$ cat config.mk
export PLATFORM = sky130hd
export DESIGN_NAME = mdu_iter
export DESIGN_NICKNAME = d
export VERILOG_FILES = /design/src/rtl/mdu_iter.sv
export SDC_FILE = /design/constraint.sdc
export NUM_CORES = 1
export LEC_CHECK = 0
export CAP_MARGIN = 30
export CORE_ASPECT_RATIO = 1.25
export CORE_UTILIZATION = 31
export CTS_BUF_LIST = sky130_fd_sc_hd__clkbuf_8 sky130_fd_sc_hd__clkbuf_16
export CTS_CLUSTER_SIZE = 30
export DETAILED_ROUTE_END_ITERATION = 8
export PLACE_DENSITY_LB_ADDON = 0.3
export SETUP_SLACK_MARGIN = 0.1
export SLEW_MARGIN = 15
export SYNTH_ARGS = -nofsm -noshare
export SYNTH_HDL_FRONTEND = slang
export SYNTH_SLANG_ARGS = --single-unit
$ cat constraint.sdc
create_clock -name clk -period 9.84 [get_ports clk]
set_input_delay 1.968 -clock clk [delete_from_list [all_inputs] [get_ports clk]]
set_output_delay 1.968 -clock clk [all_outputs]
set_load 0.01 [all_outputs]
$ cat src/rtl/mdu_iter.sv
// Iterative multiply/divide unit: radix-2 shift-add multiply and restoring divide
// on operand magnitudes, followed by a one-cycle sign fix-up into HI/LO.
module mdu_iter #(
    parameter int WIDTH = 32,
    parameter int CNTW  = 5
) (
    input  logic             clk,
    input  logic             reset,
    input  logic             start,
    input  logic [1:0]       mdop,
    input  logic [WIDTH-1:0] a,
    input  logic [WIDTH-1:0] b,
    input  logic             mthi,
    input  logic             mtlo,
    output logic [WIDTH-1:0] hi,
    output logic [WIDTH-1:0] lo,
    output logic             busy,
    output logic             done
);
    typedef enum logic [1:0] {S_IDLE, S_CALC, S_SIGN} state_t;

    state_t             r_state, w_state_next;
    logic [CNTW-1:0]    r_cnt;
    logic [1:0]         r_op;
    logic               r_sign_a, r_sign_b;
    logic [WIDTH-1:0]   r_a_raw;
    logic [WIDTH-1:0]   r_opnd;
    logic [WIDTH-1:0]   r_acc_hi, r_acc_lo;
    logic [WIDTH-1:0]   r_hi, r_lo;
    logic               r_done;

    logic               w_signed, w_neg_a, w_neg_b;
    logic [WIDTH-1:0]   w_mag_a, w_mag_b;
    logic [WIDTH:0]     w_mul_sum;
    logic [WIDTH:0]     w_div_sh, w_div_diff;
    logic               w_div_ok;
    logic [2*WIDTH-1:0] w_prod, w_prod_fix;
    logic [WIDTH-1:0]   w_quot, w_rem;
    logic               w_neg_res;

    assign w_signed = ~mdop[0];
    assign w_neg_a  = w_signed & a[WIDTH-1];
    assign w_neg_b  = w_signed & b[WIDTH-1];
    assign w_mag_a  = w_neg_a ? -a : a;
    assign w_mag_b  = w_neg_b ? -b : b;

    // Multiply: r_acc_lo holds the multiplier and shifts out as product bits shift in.
    assign w_mul_sum = {1'b0, r_acc_hi} + (r_acc_lo[0] ? {1'b0, r_opnd} : '0);

    // Divide: r_acc_hi is the partial remainder, r_acc_lo shifts dividend out / quotient in.
    assign w_div_sh   = {r_acc_hi, r_acc_lo[WIDTH-1]};
    assign w_div_ok   = (w_div_sh >= {1'b0, r_opnd});
    assign w_div_diff = w_div_sh - {1'b0, r_opnd};

    assign w_neg_res  = r_sign_a ^ r_sign_b;
    assign w_prod     = {r_acc_hi, r_acc_lo};
    assign w_prod_fix = w_neg_res ? -w_prod : w_prod;
    assign w_quot     = w_neg_res ? -r_acc_lo : r_acc_lo;
    assign w_rem      = r_sign_a ? -r_acc_hi : r_acc_hi;

    always_ff @(posedge clk or posedge reset) begin
        if (reset) r_state <= S_IDLE;
        else       r_state <= w_state_next;
    end

    always_comb begin
        w_state_next = r_state;
        case (r_state)
            S_IDLE:  if (start) w_state_next = S_CALC;
            S_CALC:  if (r_cnt == '0) w_state_next = S_SIGN;
            S_SIGN:  w_state_next = S_IDLE;
            default: w_state_next = S_IDLE;
        endcase
    end

    always_ff @(posedge clk or posedge reset) begin
        if (reset) begin
            r_cnt    <= '0;
            r_op     <= '0;
            r_sign_a <= 1'b0;
            r_sign_b <= 1'b0;
            r_a_raw  <= '0;
            r_opnd   <= '0;
            r_acc_hi <= '0;
            r_acc_lo <= '0;
            r_hi     <= '0;
            r_lo     <= '0;
            r_done   <= 1'b0;
        end else begin
            r_done <= 1'b0;
            case (r_state)
                S_IDLE: begin
                    if (start) begin
                        r_op     <= mdop;
                        r_a_raw  <= a;
                        r_sign_a <= w_neg_a;
                        r_sign_b <= w_neg_b;
                        r_cnt    <= CNTW'(WIDTH - 1);
                        r_acc_hi <= '0;
                        if (mdop[1]) begin
                            r_acc_lo <= w_mag_a;
                            r_opnd   <= w_mag_b;
                        end else begin
                            r_acc_lo <= w_mag_b;
                            r_opnd   <= w_mag_a;
                        end
                    end else begin
                        if (mthi) r_hi <= a;
                        if (mtlo) r_lo <= a;
                    end
                end
                S_CALC: begin
                    r_cnt <= r_cnt - CNTW'(1);
                    if (r_op[1]) begin
                        r_acc_hi <= w_div_ok ? w_div_diff[WIDTH-1:0] : w_div_sh[WIDTH-1:0];
                        r_acc_lo <= {r_acc_lo[WIDTH-2:0], w_div_ok};
                    end else begin
                        r_acc_hi <= w_mul_sum[WIDTH:1];
                        r_acc_lo <= {w_mul_sum[0], r_acc_lo[WIDTH-1:1]};
                    end
                end
                S_SIGN: begin
                    r_done <= 1'b1;
                    if (!r_op[1]) begin
                        r_hi <= w_prod_fix[2*WIDTH-1:WIDTH];
                        r_lo <= w_prod_fix[WIDTH-1:0];
                    end else if (r_opnd == '0) begin
                        // Divide by zero bypasses the sign fix entirely.
                        r_hi <= r_a_raw;
                        r_lo <= '1;
                    end else begin
                        r_hi <= w_rem;
                        r_lo <= w_quot;
                    end
                end
                default: ;
            endcase
        end
    end

    assign hi   = r_hi;
    assign lo   = r_lo;
    assign busy = (r_state != S_IDLE);
    assign done = r_done;
endmodule

### Word level (Yosys, flattened, before mapping)

Index checks and enable logic that the tools add are counted.

* add/sub/neg operators: 8
* multipliers: 0
* div/mod/pow operators: 0
* $lt $le $gt $ge: 1
* eq/ne operators: 7
* shifts and indexed selects: 0
* mux-type cells: 31
* bitwise logic cells: 4
* reductions and logical operators: 11

Operators with widths (count)
* two-way mux 32 bit: 20
* case mux 32 bit (2 select lines): 4
* negation 32 bit: 4
* two-way mux 64 bit: 1
* negation 64 bit: 1
* adder 32 x 32 -> 33 bit: 1
* >= comparator 33 x 32 -> 1 bit: 1
* logical NOT 32 bit: 1
* subtractor 32 bit: 1
* != test 2 bit, second input constant: 5
* case mux 5 bit (2 select lines): 1
* AND reduction 2 bit: 3
* AND reduction 3 bit: 2
* nonzero test 2 bit: 3
* logical NOT 5 bit: 1
* two-way mux 5 bit: 1
* subtractor 5 x 1 -> 5 bit, second input constant: 1
* two-way mux 2 bit: 2
* case mux 2 bit (2 select lines): 1
* bitwise AND 1 bit: 2
* equality test 2 x 1 -> 1 bit, second input constant: 1
* equality test 2 bit, second input constant: 1
* logical NOT 2 bit: 1
* two-way mux 1 bit: 1
* 2 further kinds: 2

* bits in registers: 204
* bits in latches: 0
* RAM bits: 0
* bits in read-only memories: 0
* bits of input ports: 71
* output and inout bits: 66
* memories kept: 0

### Logic depth before layout (Yosys ltp)

Gate-level depths: netlist of the first run.

* depth in word-level cells: 6
* depth in mapped cells: 15
* gate-level depth less buffers: 14

### Worst setup path after synthesis of the first run

OpenSTA, ideal clock, no wires.

* path type: input port to flip-flop
* from: input port a[2]
* to: register r_acc_lo[27]
* library setup time: 0.126 ns
* arrival time: 4.358 ns
* data required time: 9.714 ns
* setup slack: 5.356 ns
* stages on the path: 11
* path through: clkbuf_1 > or3_1 > or4_1 > nor3_2 > nor3b_2 > nand3b_1 > o21ai_1 > xnor2_1 > o21ai_1 > a21oi_1 > a311o_1

* cells in the longest elaborated chain, start to end: 5

RTL lines
* start: declaration: RTL line 11 `input logic [WIDTH-1:0] a,`
* negation 32 bit: RTL line 44 `assign w_mag_a = w_neg_a ? -a : a;`
* two-way mux 32 bit: RTL line 44
* two-way mux 32 bit: RTL line 100 `if (mdop[1]) begin`
* two-way mux 32 bit: RTL line 93 `if (start) begin`
* case mux 32 bit (2 select lines): RTL line 91 `case (r_state)`
* end signal: assignment: RTL line 101 `r_acc_lo <= w_mag_a;`
* end signal: assignment: RTL line 104 `r_acc_lo <= w_mag_b;`
* end signal: assignment: RTL line 116 `r_acc_lo <= {r_acc_lo[WIDTH-2:0], w_div_ok};`
* end: declaration: RTL line 28 `logic [WIDTH-1:0] r_acc_hi, r_acc_lo;`

Every way passes these cells. The select of a mux whose other input is x is not followed.
A chain may end at the register's enable or synchronous reset.

### Final worst setup path of the first run

Same ends and word-level chain as after synthesis.

==> run_results.csv, run 1 <==
group,metric,value,unit
global_routing,grt_max_degree,103,
floorplan,ios,137,
clock_tree,cts_buffers,25,
yosys,yosysWarnings,0,
detailed_routing,via_per_inst,5.75,
clock_tree,cts_tree,"yes",
floorplan,initial_core_util,31.3,%
setup_path,cp-start-kind,"primary input",
yosys,syn_inst,2207,
setup_path,r2r_setup_slack,5.13,ns
clock_tree,ctsHoldBuffers,0,
final_layout,mostFrequentLayoutCells,"nand2_1 (298), o21ai_0 (220), dfrtp_1 (202), nor2_1 (196), a21oi_1 (190)",
final_layout,fillCellCount,5577,
floorplan,dieArea,55200,sq um
clock_tree,clk_pin_slew_worst_paths,0.06,ns
timing,grt_setup_unrepaired,"false",
outcome,status,"finished, final reports clean",
floorplan,rows,95,
setup_path,crit_path_end_kind,"flop",
detailed_routing,first_pass_iters,5,
timing,hold_viol,0,
global_routing,overflow,0,
timing,drv_slew,0,
floorplan,die_h,262,microns
detailed_routing,drcViolationCount,0,
floorplan,core,53700,sq um
yosys,synth-main-ff-cell,"dfrtp_1",
setup_path,reg2reg_depth,14,
timing,slew_headroom,34.2,%
clock_tree,clkLatencyLatePin,0.55,ns
setup_path,crit_fanout,7,
timing,max_freq,205,MHz
final_layout,fin_nets,2368,
yosys,syn_avg_cell_area,7.63,sq um
detailed_routing,antenna_left,0,
setup_path,startpoint,"a[2]",
setup_path,path_class,"in2reg",
global_routing,grt_pass1_vias,16500,
floorplan,die_x,210,microns
clock_tree,cts_buffer_depth,3,
power,ir_worst_vdd,0.167,mV
place,globalplace.congestion,0.959,
yosys,syn_nets,2350,
final_layout,syn2layout_area_growth,16.7,%
timing,finalCritPeriodShare,49.6,%
clock_tree,cts_resized,0,
timing,period_needed,4.88,ns
setup_path,worstPathArrival,5.31,ns
clock_tree,cts.sinks,203,
timing,setup_viol,0,
final_layout,drive_gt1_share,4.91,%
yosys,seq_area_frac_synth,30.2,%
power,comb_power_share,62.5,%
power,sw_frac_of_total,49.9,%
flow_run,drv_cap,0,
timing,skew,0.0142,ns
yosys,synth.distinct_cells,78,
power,p_per_area,399,nW/um^2
yosys,syn_area,16800,sq um
min_path,hold_class,"reg2reg",
power,clkPwrFrac,12.9,%
power,p_leak,0.00804,uW
detailed_routing,wire_per_inst,23.1,microns
place,dp_hpwl,51400,microns
yosys,yosys_register_bits,203,
detailed_routing,drt_wl_total,68700,microns
timing,tns,0,ns
final_layout,n_antenna_cell,0,
yosys,synth-edff-count,0,
power,seqPwrFrac,24.6,%
global_routing,grt_pass1_wl,103000,microns
power,p_sw,3910,uW
detailed_routing,vias,17100,
timing,tightest_slew,0.987,ns
setup_path,critPathCapture,"r_acc_lo[27]",
clock_tree,cts_max_level,1,
min_path,min_from,"lo[13]",
final_layout,fin_util,36.6,%
clock_tree,cts_root_buf,"clkbuf_16",
global_routing,antenna_found_initial,0,
place,port_buffers,136,
yosys,synth-async-reset-ratio,100,%
clock_tree,cts_setup_buffers,0,
setup_path,worst_ep_required_time,10.27,ns
detailed_routing,drt_iter0_drc,1585,
setup_path,r2r-start,"r_acc_lo[0]",
min_path,hold_depth,2,
power,p_int,3920,uW
setup_path,r2r_end,"r_acc_hi[29]",
global_routing,track_usage,24.3,%
final_layout,layout_commonest_cell,"nand2_1",
cells in the mapped netlist (30+ instances only):
master | instances | share of area (%)
a211oi_1 | 40 | 1.8
a21oi_1 | 190 | 5.7
a31oi_1 | 31 | 1.2
clkbuf_1 | 150 | 3.3
dfrtp_1 | 203 | 30
ha_1 | 70 | 5.2
inv_1 | 64 | 1.4
mux2i_1 | 54 | 3.2
nand2_1 | 299 | 6.7
nand3_1 | 40 | 1.2
nor2_1 | 198 | 4.4
nor3_1 | 41 | 1.2
o211ai_1 | 30 | 1.3
o21ai_0 | 220 | 6.5
o22ai_1 | 50 | 1.9
xnor2_1 | 102 | 5.3
xor2_1 | 91 | 4.7
metrics by stage:
stage          hold slack, ns  setup slack [ns]  power (uW)  cells  area, sq um
4_1_cts                 0.480              5.05        7790   2966        19600
3_3_place_gp            0.459              4.51        6690   2919        18700
2_1_floorplan           0.440              2.33        5190   2207        16800
6_report                0.476              4.96        7840   2969        19600
5_1_grt                 0.497              4.79        8410   2969        19600
3_5_place_dp            0.463              4.50        6750   2922        18700
cell families after synthesis:
group | count (synthesis) | synth area share, %
buffers and inverters | 240 | 5.48
and+or+nand+nor | 722 | 19.4
AOI/OAI and AO/OA | 722 | 26.2
DFF | 203 | 30.2
xor gates and xnor gates | 193 | 10.0
muxes | 55 | 3.28
adders and majority gates | 72 | 5.44
worst min path at each step:
| stage | end | slack (ns) |
|---|---|---|
| 3_5_place_dp | r_a_raw[20] | 0.46 |
| 6_report | lo[13] | 0.48 |
| 4_1_cts | r_a_raw[26] | 0.48 |
| 3_3_place_gp | r_a_raw[30] | 0.46 |
| 2_1_floorplan | r_a_raw[18] | 0.44 |
| 5_1_grt | lo[14] | 0.50 |
flip-flops by register name (all words and copies together) (netlist names):
name and flops:
r_cnt 5, r_state 2, r_sign_b 1, r_op 1, r_opnd 32, r_acc_hi 32, hi 32, lo 32
r_a_raw 32, r_acc_lo 32, done 1, r_sign_a 1
power groups by stage:
stage | Combinational, uW | Clock (uW) | Sequential (uW)
after global routing | 5390 | 1050 | 1970
final | 4900 | 1010 | 1930
after CTS | 4860 | 1020 | 1910
after global placement | 4780 | 0 | 1920
after floorplan | 3600 | 0 | 1590
after detailed placement | 4830 | 0 | 1930
layout make-up:
| class | count | area (sq um) | area share (%) |
|---|---|---|---|
| tap | 727 | 910 | 4.63 |
| clock buffer | 30 | 694 | 3.54 |
| multi-input combinational | 1764 | 10900 | 55.4 |
| sequential | 203 | 5080 | 25.9 |
| clock inverter | 14 | 176 | 0.898 |
| inverter | 64 | 248 | 1.26 |
| timing repair buffer | 167 | 1650 | 8.42 |
worst max-delay path: stages:
cell             delay, ns
clkdlybuf4s50_1       0.53
or3_1                 0.47
or4_1                 0.52
nor3_2                0.28
nor3b_2               0.31
nand3b_1              0.31
o21ai_1               0.25
xnor2_1               0.10
o21ai_1               0.16
a21oi_1               0.07
a311o_1               0.35
per-layer routing:
metal | part of all wire (%) | wire length, microns | vias to the layer above | global-route usage [%]
met3 | 5.8 | 3960 | 192 | 2.98
met2 | 48 | 32800 | 686 | 41.0
li1 | - | - | 7942 | -
met5 | 0 | 0 | - | 0
met4 | 7.9 | 5460 | 0 | 17.3
met1 | 39 | 26500 | 8253 | 28.4
(Power assumes the default switching activity.)
==> inputs of run 2 (changes only) <==
==> constraint.sdc (replaced) <==
create_clock -name clk -period 4.2 [get_ports clk]
set_input_delay 0.84 -clock clk [delete_from_list [all_inputs] [get_ports clk]]
set_output_delay 0.84 -clock clk [all_outputs]
set_load 0.01 [all_outputs]
==> run_results.csv, run 2 (synthesized netlist as in run 1, its figures left out) <==
group,metric,value,unit
outcome,status,"finished, final reports clean",
timing,tightest_slew,0.911,ns
timing,drv_slew,0,
setup_path,path_class,"reg2reg",
setup_path,startpoint,"r_acc_hi[1]",
global_routing,antenna_found_initial,2,
global_routing,grt_pass1_wl,106000,microns
setup_path,critPathCapture,"hi[28]",
timing,tns,0,ns
clock_tree,clkLatencyLatePin,0.55,ns
timing,period_needed,3.67,ns
setup_path,critical-path-max-stage-delay,0.55,ns
clock_tree,cts_resized,0,
detailed_routing,via_per_inst,5.70,
detailed_routing,antenna_left,0,
setup_path,crit_path_end_kind,"flop",
setup_path,reg2reg_depth,10,
clock_tree,cts.sinks,203,
final_layout,multiInputGateArea,10900,sq um
final_layout,mostFrequentLayoutCells,"nand2_1 (298), o21ai_0 (220), dfrtp_1 (202), nor2_1 (196), a21oi_1 (190)",
place,port_buffers,136,
global_routing,grt_pass1_vias,16900,
min_path,hold_class,"reg2reg",
detailed_routing,wire_per_inst,23.3,microns
detailed_routing,drt_iter0_drc,1508,
timing,holdWs,0.478,ns
setup_path,cp-start-kind,"flop",
clock_tree,clk_pin_slew_worst_paths,0.06,ns
setup_path,r2r_setup_slack,0.53,ns
global_routing,grt_max_degree,102,
timing,grt_setup_unrepaired,"false",
timing,setup_viol,0,
setup_path,cp_slowest_cell,"or3b_2",
timing,skew,0.0181,ns
global_routing,track_usage,25.2,%
global_routing,overflow,0,
floorplan,rows,95,
clock_tree,ctsHoldBuffers,0,
floorplan,die_h,262,microns
setup_path,r2r_end,"hi[28]",
floorplan,initial_core_util,31.3,%
setup_path,path_cells,"inv_1 -> ha_1 -> or3b_2 -> nor4_2 -> nand2_1 -> or3_1 -> or3_1 -> o21a_1 -> o221ai_1 -> nand3_1",
timing,finalCritPeriodShare,87.5,%
timing,max_freq,272,MHz
setup_path,cpMostUsedCell,"or3_1",
setup_path,r2r-start,"r_acc_hi[1]",
final_layout,fin_nets,2445,
power,p_per_area,925,nW/um^2
final_layout,drive_gt1_share,7.89,%
clock_tree,cts_buffer_depth,3,
detailed_routing,vias,17400,
setup_path,worst_ep_required_time,4.61,ns
detailed_routing,first_pass_iters,5,
place,globalplace.congestion,0.970,
setup_path,crit_family,"simple AND/OR/NAND/NOR gates",
power,p_leak,0.00842,uW
floorplan,core,53700,sq um
clock_tree,cts_max_level,1,
detailed_routing,drcViolationCount,0,
setup_path,crit_buf_inv,1,
clock_tree,cts_root_buf,"clkbuf_16",
final_layout,syn2layout_area_growth,20.2,%
detailed_routing,drt_wl_total,70900,microns
place,dp_hpwl,54400,microns
setup_path,crit_cells,10,
final_layout,layout_commonest_cell,"nand2_1",
floorplan,ios,137,
clock_tree,cts_setup_buffers,0,
clock_tree,cts_tree,"yes",
flow_run,drv_cap,0,
floorplan,die_x,210,microns
setup_path,worstPathArrival,4.09,ns
power,ir_worst_vdd,0.409,mV
timing,slew_headroom,39.0,%
clock_tree,cts_buffers,24,
final_layout,n_antenna_cell,0,
timing,hold_viol,0,
floorplan,dieArea,55200,sq um
setup_path,crit_fanout,7,
final_layout,seq_area,5080,sq um
power,p_total,18700,uW
final_layout,fillCellCount,5550,
-- run 2: cell count changes in the layout (fill, tap and decap cells not counted) --
cell	before	now
buf_12	1	3
buf_4	26	104
buf_6	1	0
buf_8	1	0
bufinv_16	4	5
clkbuf_8	5	1
clkinv_2	7	3
clkinvlp_4	0	3
inv_1	63	68
inv_8	1	0
-- run 2: power by group --
group | internal [uW] | total, uW | leakage, uW | switching, uW
registers | 2940 | 4400 | 0.00245 | 1460
clock network | 1410 | 2340 | 0.000439 | 932
logic | 5100 | 12000 | 0.00553 | 6870
-- run 2: metrics by stage --
step,std cells,worst slack [ns],instance area [sq um],util (%)
2_1_floorplan,2207,0.730,16800,-
3_3_place_gp,3000,0.319,19300,35.9
3_5_place_dp,3002,0.344,19400,36.0
4_1_cts,3046,0.559,20200,37.6
5_1_grt,3047,0.335,20200,37.6
6_report,3047,0.527,20200,37.6
-- run 2: worst min-delay path: stages, from the launching register on --
cell and delay [ns]:
dfrtp_1 0.34, nand2_1 0.05, o21ai_0 0.06
-- run 2: layout make-up --
| type | count | area share, % |
|---|---|---|
| Clock buffer | 26 | 3.16 |
| Clock inverter | 18 | 1.09 |
| Multi-Input combinational cell | 1764 | 53.8 |
| Sequential cell | 203 | 25.1 |
| Timing Repair Buffer | 245 | 11.1 |
| Tap cell | 727 | 4.50 |
| Inverter | 64 | 1.21 |
-- run 2: routing by layer --
| layer | vias up | track usage [%] | share of wire, % |
|---|---|---|---|
| li1 | 8082 | - | - |
| met1 | 8427 | 30.3 | 39 |
| met2 | 708 | 43.5 | 49 |
| met3 | 162 | 2.58 | 5.6 |
| met4 | 2 | 14.9 | 6.6 |
| met5 | - | 0 | 0.017 |
-- run 2: worst min-delay path by stage --
stage,from,cells past startpoint,endpoint,slack (ns)
after floorplan,r_a_raw[18],2,r_a_raw[18],0.44
after global placement,r_a_raw[24],2,r_a_raw[24],0.46
after detailed placement,r_a_raw[21],2,r_a_raw[21],0.46
after CTS,r_a_raw[24],2,r_a_raw[24],0.48
after global routing,r_a_raw[24],2,r_a_raw[24],0.49
final,lo[16],2,lo[16],0.48
==> inputs of run 3 (changes only) <==
--- a/config.mk
+++ b/config.mk
@@ -11,7 +11,7 @@
 export CTS_BUF_LIST = sky130_fd_sc_hd__clkbuf_8 sky130_fd_sc_hd__clkbuf_16
 export CTS_CLUSTER_SIZE = 30
 export DETAILED_ROUTE_END_ITERATION = 8
-export PLACE_DENSITY_LB_ADDON = 0.3
+export PLACE_DENSITY = 0.54
 export SETUP_SLACK_MARGIN = 0.1
 export SLEW_MARGIN = 15
 export SYNTH_ARGS = -nofsm -noshare
==> run_results.csv, run 3 (synthesized netlist as in run 1, its figures left out) <==
group,metric,value,unit
detailed_routing,via_per_inst,5.67,
global_routing,track_usage,25.3,%
global_routing,overflow,0,
setup_path,path_class,"reg2reg",
floorplan,core,53700,sq um
detailed_routing,wire_per_inst,23.5,microns
power,p_per_area,938,nW/um^2
final_layout,fillCellCount,5570,
clock_tree,clk_pin_slew_worst_paths,0.06,ns
clock_tree,cts_tree,"yes",
detailed_routing,antenna_left,0,
global_routing,grt_max_degree,102,
final_layout,fin_nets,2440,
clock_tree,cts_buffers,24,
timing,max_freq,270,MHz
power,p_total,19000,uW
timing,slew_headroom,32.5,%
timing,setup_viol,0,
timing,holdWs,0.473,ns
detailed_routing,wl_met1,28200,microns
setup_path,worst_ep_required_time,4.61,ns
min_path,hold_class,"reg2reg",
timing,skew,0.0147,ns
setup_path,cp-start-kind,"flop",
detailed_routing,drt_wl_total,71500,microns
place,globalplace.congestion,0.996,
floorplan,die_x,210,microns
final_layout,mostFrequentLayoutCells,"nand2_1 (298), o21ai_0 (220), dfrtp_1 (202), nor2_1 (196), a21oi_1 (190)",
final_layout,syn2layout_area_growth,20.5,%
final_layout,drive_gt1_share,7.91,%
power,p_leak,0.00842,uW
outcome,status,"finished, final reports clean",
clock_tree,cts_resized,0,
detailed_routing,topRoutingLayerUsed,"met4",
global_routing,grt_pass1_vias,16800,
global_routing,grt_pass1_wl,106000,microns
timing,hold_viol,0,
clock_tree,cts_root_buf,"clkbuf_16",
clock_tree,cts.sinks,203,
clock_tree,cts_setup_buffers,0,
timing,tightest_slew,1.01,ns
final_layout,fin_util,37.7,%
timing,finalCritPeriodShare,88.1,%
place,port_buffers,136,
setup_path,crit_path_end_kind,"flop",
detailed_routing,first_pass_iters,5,
clock_tree,clkLatencyLatePin,0.55,ns
place,dp_hpwl,55200,microns
final_layout,layout_commonest_cell,"nand2_1",
detailed_routing,vias,17300,
detailed_routing,wl_met3,3840,microns
floorplan,rows,95,
detailed_routing,drt_iter0_drc,1407,
timing,grt_setup_unrepaired,"false",
floorplan,initial_core_util,31.3,%
detailed_routing,met2_length,34900,microns
clock_tree,ctsHoldBuffers,0,
global_routing,antenna_found_initial,1,
floorplan,dieArea,55200,sq um
setup_path,crit_fanout,14,
floorplan,die_h,262,microns
timing,drv_slew,0,
floorplan,ios,137,
clock_tree,cts_buffer_depth,3,
detailed_routing,drcViolationCount,0,
clock_tree,cts_max_level,1,
setup_path,worstPathArrival,4.11,ns
timing,period_needed,3.70,ns
flow_run,drv_cap,0,
timing,tns,0,ns
power,ir_worst_vdd,0.403,mV
[run 3: final cells by class]
type                       instances  area [sq um]  area share [%]
clock inverter                    13           246            1.22
tap                              727           910            4.49
clock buffer                      30           694            3.42
timing repair buffer             240          2220            10.9
inverter                          64           244            1.20
multi-input combinational       1764         10900            53.6
sequential                       203          5080            25.1
antenna                            1          2.50          0.0123
[run 3: through the flow]
stage | area (sq um) | instances | worst slack (ns)
after floorplan | 16800 | 2207 | 0.730
after global placement | 19300 | 2997 | 0.225
after detailed placement | 19300 | 2998 | 0.285
after CTS | 20300 | 3041 | 0.527
after global routing | 20300 | 3042 | 0.239
final | 20300 | 3042 | 0.499
[run 3: power breakdown]
part | switching (uW) | total, uW | internal (uW)
Combinational | 7080 | 12100 | 5060
Sequential | 1420 | 4360 | 2940
Clock | 929 | 2520 | 1590
Total | 9420 | 19000 | 9600
[run 3: path summary, 6_finish.rpt]
path | slack (ns) | start | depth (start not counted) | endpoint
min | 0.47 | r_a_raw[24] | 2 | r_a_raw[24]
max in group asynchronous | 2.61 | reset | 3 | r_acc_hi[29]
min in group asynchronous | 0.80 | reset | 2 | r_a_raw[4]
max reg2reg | 0.50 | r_acc_lo[0] | 14 | r_acc_hi[30]
max | 0.50 | r_acc_lo[0] | 14 | r_acc_hi[30]
min reg2reg | 0.47 | r_a_raw[24] | 2 | r_a_raw[24]
[run 3: per-layer routing]
metal	global-route usage (%)	vias up
met4	14.2	0
li1	-	8078
met1	30.5	8364
met2	43.5	649
met3	2.76	164
met5	0	-
[run 3: worst max-delay path, stage by stage (launching register included)]
cell and delay (ns):
dfrtp_1 0.37, inv_1 0.35, buf_4 0.21, buf_4 0.20, nor2_1 0.07, ha_1 0.35
and3_1 0.25, a221oi_1 0.34, o21ai_0 0.20, a2111oi_0 0.38, nor2_1 0.20, a211oi_1 0.29
xnor2_1 0.10, a22oi_1 0.15, o21ai_0 0.11
